<file path="config.mk">
export PLATFORM = sky130hd
export DESIGN_NAME = multicycle_control
export DESIGN_NICKNAME = d
export VERILOG_FILES = /design/src/rtl/multicycle_control_pkg.sv /design/src/rtl/multicycle_control.sv
export SDC_FILE = /design/constraint.sdc
export NUM_CORES = 1
export LEC_CHECK = 0
export ABC_AREA = 1
export BUFFER_PORTS_ARGS = -buffer_cell sky130_fd_sc_hd__buf_2
export CAP_MARGIN = 20
export CORE_AREA = 2 2 128 80
export DETAILED_ROUTE_END_ITERATION = 7
export DIE_AREA = 0 0 130 82
export GPL_ROUTABILITY_DRIVEN = 0
export PLACE_DENSITY = 0.62
export SLEW_MARGIN = 0
export SYNTH_ARGS = -nofsm -noshare
export SYNTH_HDL_FRONTEND = slang
export SYNTH_SLANG_ARGS = --single-unit
</file>
<file path="constraint.sdc">
create_clock -name clk -period 1.5 [get_ports clk]
set_clock_uncertainty 0.05 [all_clocks]
set_input_delay 0.15 -clock clk [delete_from_list [all_inputs] [get_ports clk]]
set_output_delay 0.15 -clock clk [all_outputs]
set_load 0.01 [all_outputs]
</file>
<file path="src/rtl/multicycle_control_pkg.sv">
// Shared definitions for the multicycle MIPS-subset control FSM.
// Holds the state encoding, supported opcodes, ALU operation codes, mux
// select encodings, the packed control-strobe bundle and the decode helper
// that maps an opcode to the state following S_DECODE.
package multicycle_control_pkg;

  typedef enum logic [3:0] {
    S_FETCH   = 4'd0,
    S_DECODE  = 4'd1,
    S_MEMADDR = 4'd2,
    S_MEMRD   = 4'd3,
    S_MEMWB   = 4'd4,
    S_MEMWR   = 4'd5,
    S_EXEC    = 4'd6,
    S_RTYPEWB = 4'd7,
    S_BRANCH  = 4'd8,
    S_JUMP    = 4'd9,
    S_ADDIEX  = 4'd10,
    S_ADDIWB  = 4'd11,
    S_ILLEGAL = 4'd12
  } state_t;

  localparam logic [5:0] OP_RTYPE = 6'b000000;
  localparam logic [5:0] OP_LW    = 6'b100011;
  localparam logic [5:0] OP_SW    = 6'b101011;
  localparam logic [5:0] OP_BEQ   = 6'b000100;
  localparam logic [5:0] OP_J     = 6'b000010;
  localparam logic [5:0] OP_ADDI  = 6'b001000;

  localparam logic [1:0] ALUOP_ADD   = 2'b00;
  localparam logic [1:0] ALUOP_SUB   = 2'b01;
  localparam logic [1:0] ALUOP_FUNCT = 2'b10;

  localparam logic [1:0] SRCB_B       = 2'b00;
  localparam logic [1:0] SRCB_FOUR    = 2'b01;
  localparam logic [1:0] SRCB_IMM     = 2'b10;
  localparam logic [1:0] SRCB_IMM_SH2 = 2'b11;

  localparam logic [1:0] PCSRC_ALU    = 2'b00;
  localparam logic [1:0] PCSRC_ALUOUT = 2'b01;
  localparam logic [1:0] PCSRC_JUMP   = 2'b10;

  typedef struct packed {
    logic       pc_write;
    logic       pc_write_cond;
    logic [1:0] pc_source;
    logic       i_or_d;
    logic       mem_read;
    logic       mem_write;
    logic       ir_write;
    logic       mem_to_reg;
    logic       reg_dst;
    logic       reg_write;
    logic       alu_src_a;
    logic [1:0] alu_src_b;
    logic [1:0] alu_op;
  } ctl_t;

  // State entered from S_DECODE for a given opcode.
  function automatic state_t decode_next(input logic [5:0] op);
    state_t nxt;
    case (op)
      OP_RTYPE:     nxt = S_EXEC;
      OP_LW, OP_SW: nxt = S_MEMADDR;
      OP_BEQ:       nxt = S_BRANCH;
      OP_J:         nxt = S_JUMP;
      OP_ADDI:      nxt = S_ADDIEX;
      default:      nxt = S_ILLEGAL;
    endcase
    return nxt;
  endfunction

endpackage

</file>
<file path="src/rtl/multicycle_control.sv">
// Main control FSM for the multicycle MIPS-subset datapath.
// Sequences PC, IR, unified memory, register file and ALU for R-type, LW,
// SW, BEQ, J and ADDI. Memory accesses stall on mem_ready. Unsupported
// opcodes park the FSM in S_ILLEGAL with a sticky error until reset.
//
// Ports:
//   clk            rising-edge clock
//   rst            synchronous active-high reset; forces all strobes low
//   opcode         IR[31:26], sampled only in S_DECODE
//   mem_ready      memory completes current read/write this cycle
//   pc_write       unconditional PC load
//   pc_write_cond  PC load when ALU zero (BEQ)
//   pc_source      00 ALU result, 01 ALUOut, 10 jump target
//   i_or_d         memory address: 0 PC, 1 ALUOut
//   mem_read       memory read request
//   mem_write      memory write request
//   ir_write       latch memory data into IR
//   mem_to_reg     regfile write data: 0 ALUOut, 1 MDR
//   reg_dst        regfile write address: 0 rt, 1 rd
//   reg_write      regfile write enable
//   alu_src_a      0 PC, 1 register A
//   alu_src_b      00 B, 01 const 4, 10 imm, 11 imm<<2
//   alu_op         00 add, 01 sub, 10 funct-decoded
//   error          sticky illegal-opcode flag
//   retired        instructions completed since reset (wraps)
//   state          current state, debug only
module multicycle_control
  import multicycle_control_pkg::*;
#(
  parameter int CNT_W   = 32,
  parameter int STATE_W = 4
) (
  input  logic               clk,
  input  logic               rst,
  input  logic [5:0]         opcode,
  input  logic               mem_ready,
  output logic               pc_write,
  output logic               pc_write_cond,
  output logic [1:0]         pc_source,
  output logic               i_or_d,
  output logic               mem_read,
  output logic               mem_write,
  output logic               ir_write,
  output logic               mem_to_reg,
  output logic               reg_dst,
  output logic               reg_write,
  output logic               alu_src_a,
  output logic [1:0]         alu_src_b,
  output logic [1:0]         alu_op,
  output logic               error,
  output logic [CNT_W-1:0]   retired,
  output logic [STATE_W-1:0] state
);

  localparam logic [CNT_W-1:0] CNT_ONE = CNT_W'(1);

  state_t           state_q;
  state_t           decoded;
  logic [5:0]       op_q;
  logic             error_q;
  logic [CNT_W-1:0] retired_q;
  ctl_t             ctl;

  assign decoded = decode_next(opcode);

  // op_q keeps the opcode past S_DECODE so S_MEMADDR can tell LW from SW
  // after the IR bus has moved on.
  always_ff @(posedge clk) begin
    if (rst) begin
      state_q   <= S_FETCH;
      op_q      <= '0;
      error_q   <= 1'b0;
      retired_q <= '0;
    end else begin
      case (state_q)
        S_FETCH: begin
          if (mem_ready) state_q <= S_DECODE;
        end
        S_DECODE: begin
          op_q    <= opcode;
          state_q <= decoded;
          if (decoded == S_ILLEGAL) error_q <= 1'b1;
        end
        S_MEMADDR: begin
          state_q <= (op_q == OP_SW) ? S_MEMWR : S_MEMRD;
        end
        S_MEMRD: begin
          if (mem_ready) state_q <= S_MEMWB;
        end
        S_MEMWR: begin
          if (mem_ready) begin
            state_q   <= S_FETCH;
            retired_q <= retired_q + CNT_ONE;
          end
        end
        S_MEMWB, S_RTYPEWB, S_BRANCH, S_JUMP, S_ADDIWB: begin
          state_q   <= S_FETCH;
          retired_q <= retired_q + CNT_ONE;
        end
        S_EXEC:    state_q <= S_RTYPEWB;
        S_ADDIEX:  state_q <= S_ADDIWB;
        S_ILLEGAL: state_q <= S_ILLEGAL;
        default:   state_q <= S_FETCH;
      endcase
    end
  end

  // Moore decode; mem_ready only qualifies the IR/PC update at fetch so the
  // instruction is captured in the same cycle the memory delivers it.
  always_comb begin
    ctl = '0;
    case (state_q)
      S_FETCH: begin
        ctl.mem_read  = 1'b1;
        ctl.alu_src_b = SRCB_FOUR;
        ctl.ir_write  = mem_ready;
        ctl.pc_write  = mem_ready;
        ctl.pc_source = PCSRC_ALU;
      end
      S_DECODE: begin
        ctl.alu_src_b = SRCB_IMM_SH2;
        ctl.alu_op    = ALUOP_ADD;
      end
      S_MEMADDR, S_ADDIEX: begin
        ctl.alu_src_a = 1'b1;
        ctl.alu_src_b = SRCB_IMM;
        ctl.alu_op    = ALUOP_ADD;
      end
      S_MEMRD: begin
        ctl.mem_read = 1'b1;
        ctl.i_or_d   = 1'b1;
      end
      S_MEMWB: begin
        ctl.reg_write  = 1'b1;
        ctl.mem_to_reg = 1'b1;
      end
      S_MEMWR: begin
        ctl.mem_write = 1'b1;
        ctl.i_or_d    = 1'b1;
      end
      S_EXEC: begin
        ctl.alu_src_a = 1'b1;
        ctl.alu_src_b = SRCB_B;
        ctl.alu_op    = ALUOP_FUNCT;
      end
      S_RTYPEWB: begin
        ctl.reg_write = 1'b1;
        ctl.reg_dst   = 1'b1;
      end
      S_BRANCH: begin
        ctl.alu_src_a     = 1'b1;
        ctl.alu_src_b     = SRCB_B;
        ctl.alu_op        = ALUOP_SUB;
        ctl.pc_write_cond = 1'b1;
        ctl.pc_source     = PCSRC_ALUOUT;
      end
      S_JUMP: begin
        ctl.pc_write  = 1'b1;
        ctl.pc_source = PCSRC_JUMP;
      end
      S_ADDIWB: begin
        ctl.reg_write = 1'b1;
      end
      default: ctl = '0;
    endcase
    // Reset abandons any transaction in flight: no strobe may reach the
    // datapath while rst is high, whatever state the flops still hold.
    if (rst) ctl = '0;
  end

  assign pc_write      = ctl.pc_write;
  assign pc_write_cond = ctl.pc_write_cond;
  assign pc_source     = ctl.pc_source;
  assign i_or_d        = ctl.i_or_d;
  assign mem_read      = ctl.mem_read;
  assign mem_write     = ctl.mem_write;
  assign ir_write      = ctl.ir_write;
  assign mem_to_reg    = ctl.mem_to_reg;
  assign reg_dst       = ctl.reg_dst;
  assign reg_write     = ctl.reg_write;
  assign alu_src_a     = ctl.alu_src_a;
  assign alu_src_b     = ctl.alu_src_b;
  assign alu_op        = ctl.alu_op;

  assign error   = error_q;
  assign retired = retired_q;
  assign state   = STATE_W'(state_q);

endmodule
</file>
==> results of run 1 <==
## report_power, final
| group | total (mW) | internal [mW] | switching (mW) |
|---|---|---|---|
| Combinational | 1.24 | 0.538 | 0.707 |
| Sequential | 1.31 | 1.23 | 0.0817 |
| Clock | 1.06 | 0.616 | 0.441 |
## synthesized netlist by cell type
| library cell | instances |
|---|---|
| nand2_1 | 172 |
| o21ai_0 | 11 |
| clkbuf_2 | 1 |
| nor2_4 | 4 |
| ha_1 | 1 |
| nand3_2 | 2 |
| a21oi_1 | 36 |
| dfxtp_1 | 43 |
| inv_2 | 5 |
| a31oi_1 | 3 |
| clkbuf_1 | 3 |
| o21ai_1 | 4 |
| nand3_1 | 21 |
| xor2_1 | 5 |
| a21o_1 | 1 |
| nand3b_2 | 1 |
| o2111ai_1 | 1 |
| buf_6 | 4 |
| buf_4 | 2 |
| nor2_1 | 93 |
| buf_2 | 1 |
| o21a_1 | 1 |
| nand2_2 | 1 |
| a21boi_0 | 1 |
| nand4_1 | 5 |
| nand2_4 | 2 |
| inv_1 | 37 |
| nor3_1 | 5 |
| nor2_8 | 1 |
| and3_1 | 1 |
| nor4_1 | 1 |
| buf_1 | 1 |
| nor2_2 | 8 |
## kinds of logic (layout without fill, tap and decap cells)
logic type / after synthesis / in the layout
adder cells (fa/ha/maj): 1 / 1
flip-flops: 43 / 43
XOR/XNOR: 5 / 5
AO/OA/AOI/OAI: 58 / 58
AND/OR/NAND/NOR: 317 / 318
buffers and inverters: 54 / 177
## worst max path at each step
stage | startpoint | to | slack [ns] | depth (start not counted)
floorplan | retired[0] | retired[12] | 0.04 | 10
global placement | state[2] | retired[26] | 0.02 | 8
detailed placement | state[2] | retired[12] | -0.04 | 9
CTS | state[3] | pc_write_cond | -0.05 | 6
global route | state[3] | reg_write | -0.19 | 5
finish | state[3] | i_or_d | -0.08 | 4
## per-layer routing
layer,up-vias,part of all wire (%),global-route usage (%)
met1,1633,51,27.9
met2,134,41,26.6
met3,9,7.6,3.52
li1,1756,-,-
met5,-,0,0
met4,0,0.44,2.80
## placed cells by master (no fill, tap or decap), types with 2 or more instances in the layout
| master | count |
|---|---|
| a21oi_1 | 32 |
| a21oi_2 | 3 |
| a31oi_1 | 3 |
| buf_2 | 59 |
| buf_4 | 56 |
| buf_6 | 11 |
| clkbuf_1 | 2 |
| clkbuf_16 | 5 |
| dfxtp_1 | 27 |
| dfxtp_2 | 11 |
| dfxtp_4 | 5 |
| inv_1 | 32 |
| inv_2 | 5 |
| inv_4 | 4 |
| nand2_1 | 158 |
| nand2_2 | 10 |
| nand2_4 | 7 |
| nand3_1 | 19 |
| nand3_2 | 4 |
| nand4_1 | 5 |
| nor2_1 | 68 |
| nor2_2 | 22 |
| nor2_4 | 16 |
| nor3_1 | 2 |
| nor3_4 | 2 |
| o21ai_0 | 9 |
| o21ai_1 | 6 |
| xor2_1 | 5 |
## critical path: cells and delay by family (launching register included)
kind,cells,cell delay (ns)
and+or+nand+nor,2,0.34
DFF,1,0.38
buffers and inverters,1,0.17
AOI/OAI and AO/OA,1,0.20
## sequential cells by signal, summed over array words and instances, names as in the netlist
name / count
error: 1
state: 4
retired: 32
op_q: 6
## timing repair
| action | CTS | global route |
|---|---|---|
| gates resized for setup | 39 | 73 |
| setup endpoints to repair | 38 | 46 |
| pin swaps | 7 | 16 |
| gates cloned | 1 | 0 |
| setup buffers | 8 | 8 |
## cell type report
class                      count  area share, %
multi-input combinational    382           47.0
clock buffer                   7           3.15
inverter                      42           4.10
sequential                    43           21.2
tap                          135           4.01
clock inverter                 1          0.119
timing repair buffer         127           20.4
==> flow_summary.json, run 1 <==
{
  "finalInstanceArea_um2": 4210,
  "worst_hold_slack_ns": 0.0801,
  "pwr_density_cell_nw_per_um2": 858,
  "crit_end_element": "primary output",
  "synthesized_area_fraction_occupied_by_ao_oa_aoi_and_oai_cells_pct": 10.9,
  "timing.fmax_mhz": 632,
  "r2r_slack_ns": -0.02,
  "synth_sequential_area_ratio_pct": 30.6,
  "num_vias": 3532,
  "via_count_of_the_first_global_routing_pass": 3060,
  "postSynthCellCount": 478,
  "critPathArrivalTime_ns": 1.38,
  "cell_depth_of_the_worst_min_delay_path": 3,
  "die-width_um": 130,
  "drt-vias-per-instance": 4.79,
  "worst_path_max_delay_cell": "dfxtp_4",
  "crit_path_cell_trace": "nor2_4, nand3_2, a21oi_1, buf_2",
  "failing_checks": "negative setup slack",
  "wl_mm": 9.89,
  "place.detailed.hpwl_mm": 7.20,
  "core_occupancy_in_the_finished_layout_pct": 44.0,
  "cts_tree": "yes",
  "period_needed_ns": 1.58,
  "port_buffers": 61,
  "crit_type": "flip-flop to primary output",
  "insertion_delay_ns": 0.28,
  "final-hold-violation-count": 0,
  "power.ir.vdd_worst_uv": 474,
  "synth-xor-area-share_pct": 1.56,
  "final_max_slew_viol_count": 0,
  "grt_setup_unrepaired": "true",
  "placeableCoreArea_um2": 9560,
  "ios": 62,
  "initial_core_util_pct": 29.4,
  "die_height_um": 82,
  "max_slew_margin_pct": 83.4,
  "worst-slew-pin-transition_ns": 0.249,
  "post-synth-top-area-fraction_pct": 30.6,
  "antenna_found_initial": 0,
  "fin_total_pwr_mw": 3.61,
  "std_cell_rows": 28,
  "pin_count_of_the_biggest_net_entering_global_routing": 20,
  "fin_setup_tns_ns": -0.486,
  "detailedPlace.worstSlack_ns": -0.0399,
  "synth_top_family_by_area": "simple AND/OR/NAND/NOR gates",
  "grt_first_pass_wirelength_mm": 15.3,
  "areaGrowthSynthToFinish_pct": 49.9,
  "r2r_end": "retired[10]",
  "wire_per_inst_um": 13.4,
  "number_of_buffers_inserted_during_clock_tree_synthesis": 5,
  "synthSimpleGateAreaFrac_pct": 47.8,
  "fin_nets": 611,
  "cts-htree-levels": 2,
  "place_inst": 712,
  "synth_adder_area_share_pct": 0.445,
  "cp_max_fo": 5,
  "detailed_router_s_first_iteration_violation_count": 398,
  "total_leakage_power_nw": 1.79,
  "max_cap_violations": 0,
  "final_antenna_net_count": 0,
  "critical_path_required_ns": 1.30,
  "min-delay-path-class": "input pin to flip-flop",
  "ys_seq_elements": 43,
  "hold_path_end": "op_q[4]",
  "slowest_delay_ns": 0.38,
  "placed_cell_area_um2": 3600,
  "drc": 0,
  "synthDominantAreaCellType": "dfxtp_1",
  "run_status": "finished, violations left",
  "final_standard_cell_count_with_taps_included_and_fillers_excluded": 737,
  "antennaDiodeCount": 0,
  "yosys-mux-area-fraction_pct": 0,
  "global_route_overflow": 0,
  "clockBufferDepth": 2,
  "layout_worst_path_cycle_share_pct": 105,
  "ys_warn_count": 0,
  "synth.top_cells.by_area": "dfxtp_1 31%, nand2_1 23%, nor2_1 12%",
  "clk_transition_reported_paths_ns": 0.06,
  "setup_viol": 13,
  "worst_slack_ns": -0.0823,
  "fp.dieArea_um2": 10700,
  "timing.reg2reg.worst_path_depth": 9,
  "drtPass1Iterations": 5,
  "post_synth.cell_area_avg_um2": 5.88,
  "summed_instance_area_of_the_synthesized_netlist_um2": 2810,
  "tritoncts_num_sinks": 43,
  "synth.distinct_cells": 33,
  "ctsRootBufferMaster": "clkbuf_16",
  "register_area_um2": 893,
  "hold_startpoint": "opcode[4]",
  "setup.worst_path.start_class": "flip-flop",
  "syn-num-nets": 488,
  "multiInputGateArea_um2": 1980,
  "grt_usage_pct": 18.2,
  "post_cts_hold_buffer_count": 0,
  "final.fill_count": 1002,
  "final_layout_size_suffix_gt1_share_pct": 38.2,
  "startpoint_of_the_worst_slack_reg_to_reg_timing_path": "state[0]"
}
Power figures use the tool's default switching activity.
==> run 2: changes to the inputs <==
- CORE_AREA: 2 2 128 80 -> 2 2 101 64
- DIE_AREA: 0 0 130 82 -> 0 0 103 66
- PLACE_DENSITY: 0.62 -> 0.76
==> flow_summary.json, run 2 (same netlist as run 1, synthesis figures left out) <==
{
  "die-width_um": 103,
  "total_leakage_power_nw": 1.71,
  "timing.fmax_mhz": 622,
  "final_max_slew_viol_count": 0,
  "fin_setup_tns_ns": -1.73,
  "std_cell_rows": 22,
  "max_cap_violations": 0,
  "setup.worst_path.start_class": "flip-flop",
  "crit_type": "flip-flop to primary output",
  "register_area_um2": 892,
  "ctsRootBufferMaster": "clkbuf_8",
  "final-hold-violation-count": 0,
  "worst-slew-pin-transition_ns": 0.418,
  "cp_max_fo": 5,
  "setup_viol": 31,
  "slowest_delay_ns": 0.39,
  "worst_path_max_delay_cell": "dfxtp_4",
  "switching_share_pct": 34.4,
  "switchingPower_mw": 1.19,
  "failing_checks": "negative setup slack",
  "startpoint_of_the_worst_slack_reg_to_reg_timing_path": "state[2]",
  "min-delay-path-class": "input pin to flip-flop",
  "combinationalPowerShare_pct": 34.8,
  "fin_total_pwr_mw": 3.46,
  "ios": 62,
  "max_slew_margin_pct": 72.1,
  "place.detailed.hpwl_mm": 6.62,
  "power.ir.vdd_worst_uv": 626,
  "insertion_delay_ns": 0.30,
  "path_delay_family": "flip-flops",
  "drt-vias-per-instance": 5.25,
  "final.fill_count": 524,
  "critPathArrivalTime_ns": 1.41,
  "global_route_overflow": 0,
  "antennaDiodeCount": 0,
  "pwr_density_cell_nw_per_um2": 870,
  "grt_setup_unrepaired": "true",
  "number_of_buffers_and_inverters_on_the_critical_path": 1,
  "critical_path_required_ns": 1.30,
  "internal_power_mw": 2.27,
  "largest_register_ffs": 32,
  "hold_startpoint": "opcode[5]",
  "period_needed_ns": 1.61,
  "grt_first_pass_wirelength_mm": 14.1,
  "die_height_um": 66,
  "drtPass1Iterations": 8,
  "final_antenna_net_count": 0,
  "critical_path_origin": "state[3]",
  "placeableCoreArea_um2": 5890,
  "place_inst": 649,
  "detailedPlace.worstSlack_ns": -0.0437,
  "cts-htree-levels": 2,
  "seqPwrFrac_pct": 37.8,
  "most_frequent_cells_in_the_layout": "160 x nand2_1, 75 x nor2_1, 61 x buf_2",
  "port_buffers": 61,
  "wire_per_inst_um": 14.0,
  "pin_count_of_the_biggest_net_entering_global_routing": 20,
  "cts_tree": "yes",
  "finalInstanceArea_um2": 3980,
  "placed_cell_area_um2": 3450,
  "initial_core_util_pct": 47.7,
  "detailed_router_s_first_iteration_violation_count": 268,
  "worst_hold_slack_ns": 0.0785,
  "antenna_found_initial": 0,
  "clk_transition_reported_paths_ns": 0.09,
  "fin_nets": 596,
  "multiInputGateArea_um2": 1970,
  "crit_end_element": "primary output",
  "via_count_of_the_first_global_routing_pass": 2961,
  "final_layout_size_suffix_gt1_share_pct": 35.3,
  "drc": 0,
  "core_occupancy_in_the_finished_layout_pct": 67.5,
  "layout_commonest_cell": "nand2_1",
  "grt_usage_pct": 26.5,
  "worst_slack_ns": -0.107,
  "layout_worst_path_cycle_share_pct": 107,
  "areaGrowthSynthToFinish_pct": 41.5,
  "num_vias": 3521,
  "clockBufferDepth": 2,
  "tritoncts_num_sinks": 43,
  "wl_mm": 9.37,
  "fp.dieArea_um2": 6800,
  "clockPowerShare_pct": 27.4,
  "final_standard_cell_count_with_taps_included_and_fillers_excluded": 671,
  "crit_path_cell_trace": "nor2_4, nand3_2, a21oi_2, buf_2",
  "run_status": "finished, violations left",
  "number_of_buffers_inserted_during_clock_tree_synthesis": 5
}
## run 2: area by class of cell
type | count | share of cell area (%)
tap | 84 | 2.64
timing repair buffer | 111 | 18.3
inverter | 42 | 4.15
clock buffer | 6 | 2.08
clock inverter | 2 | 0.881
multi-input combinational | 383 | 49.5
sequential | 43 | 22.4
## run 2: worst min-delay path: cells and delay by family
| family | cells | cell delay, ns |
|---|---|---|
| simple gates | 2 | 0.14 |
| buf+inv | 1 | 0.10 |
## run 2: metal layers
metal	routed length, um	vias up	global-route usage [%]	share of wire, %
met5	0	-	0	0
met4	38	0	4.44	0.41
met3	730	6	3.59	7.8
met2	4170	136	39.4	45
met1	4430	1641	40.8	47
li1	-	1738	-	-
## run 2: final timing paths
path,to,slack [ns],depth (start not counted)
worst max-delay path,i_or_d,-0.11,4
worst min-delay path,op_q[5],0.08,3
worst max register to register,retired[24],-0.09,8
worst min register to register,error,0.44,2
## run 2: repair_timing
| action | in CTS | in global routing |
|---|---|---|
| pin swaps | 7 | 6 |
| hold buffers | 0 | 0 |
| resized for setup | 36 | 57 |
| hold endpoints to repair | 0 | 0 |
| gates cloned | 0 | 3 |
| setup endpoints to repair | 38 | 42 |
| setup buffers | 4 | 7 |
## run 2: power groups by stage
stage | combinational, mW | clock, mW | sequential [mW]
after floorplan | 0.545 | 0 | 1.32
after global placement | 0.854 | 0 | 1.31
after global routing | 1.29 | 1.01 | 1.32
after CTS | 0.966 | 0.960 | 1.30
after detailed placement | 0.865 | 0 | 1.31
final | 1.20 | 0.949 | 1.31
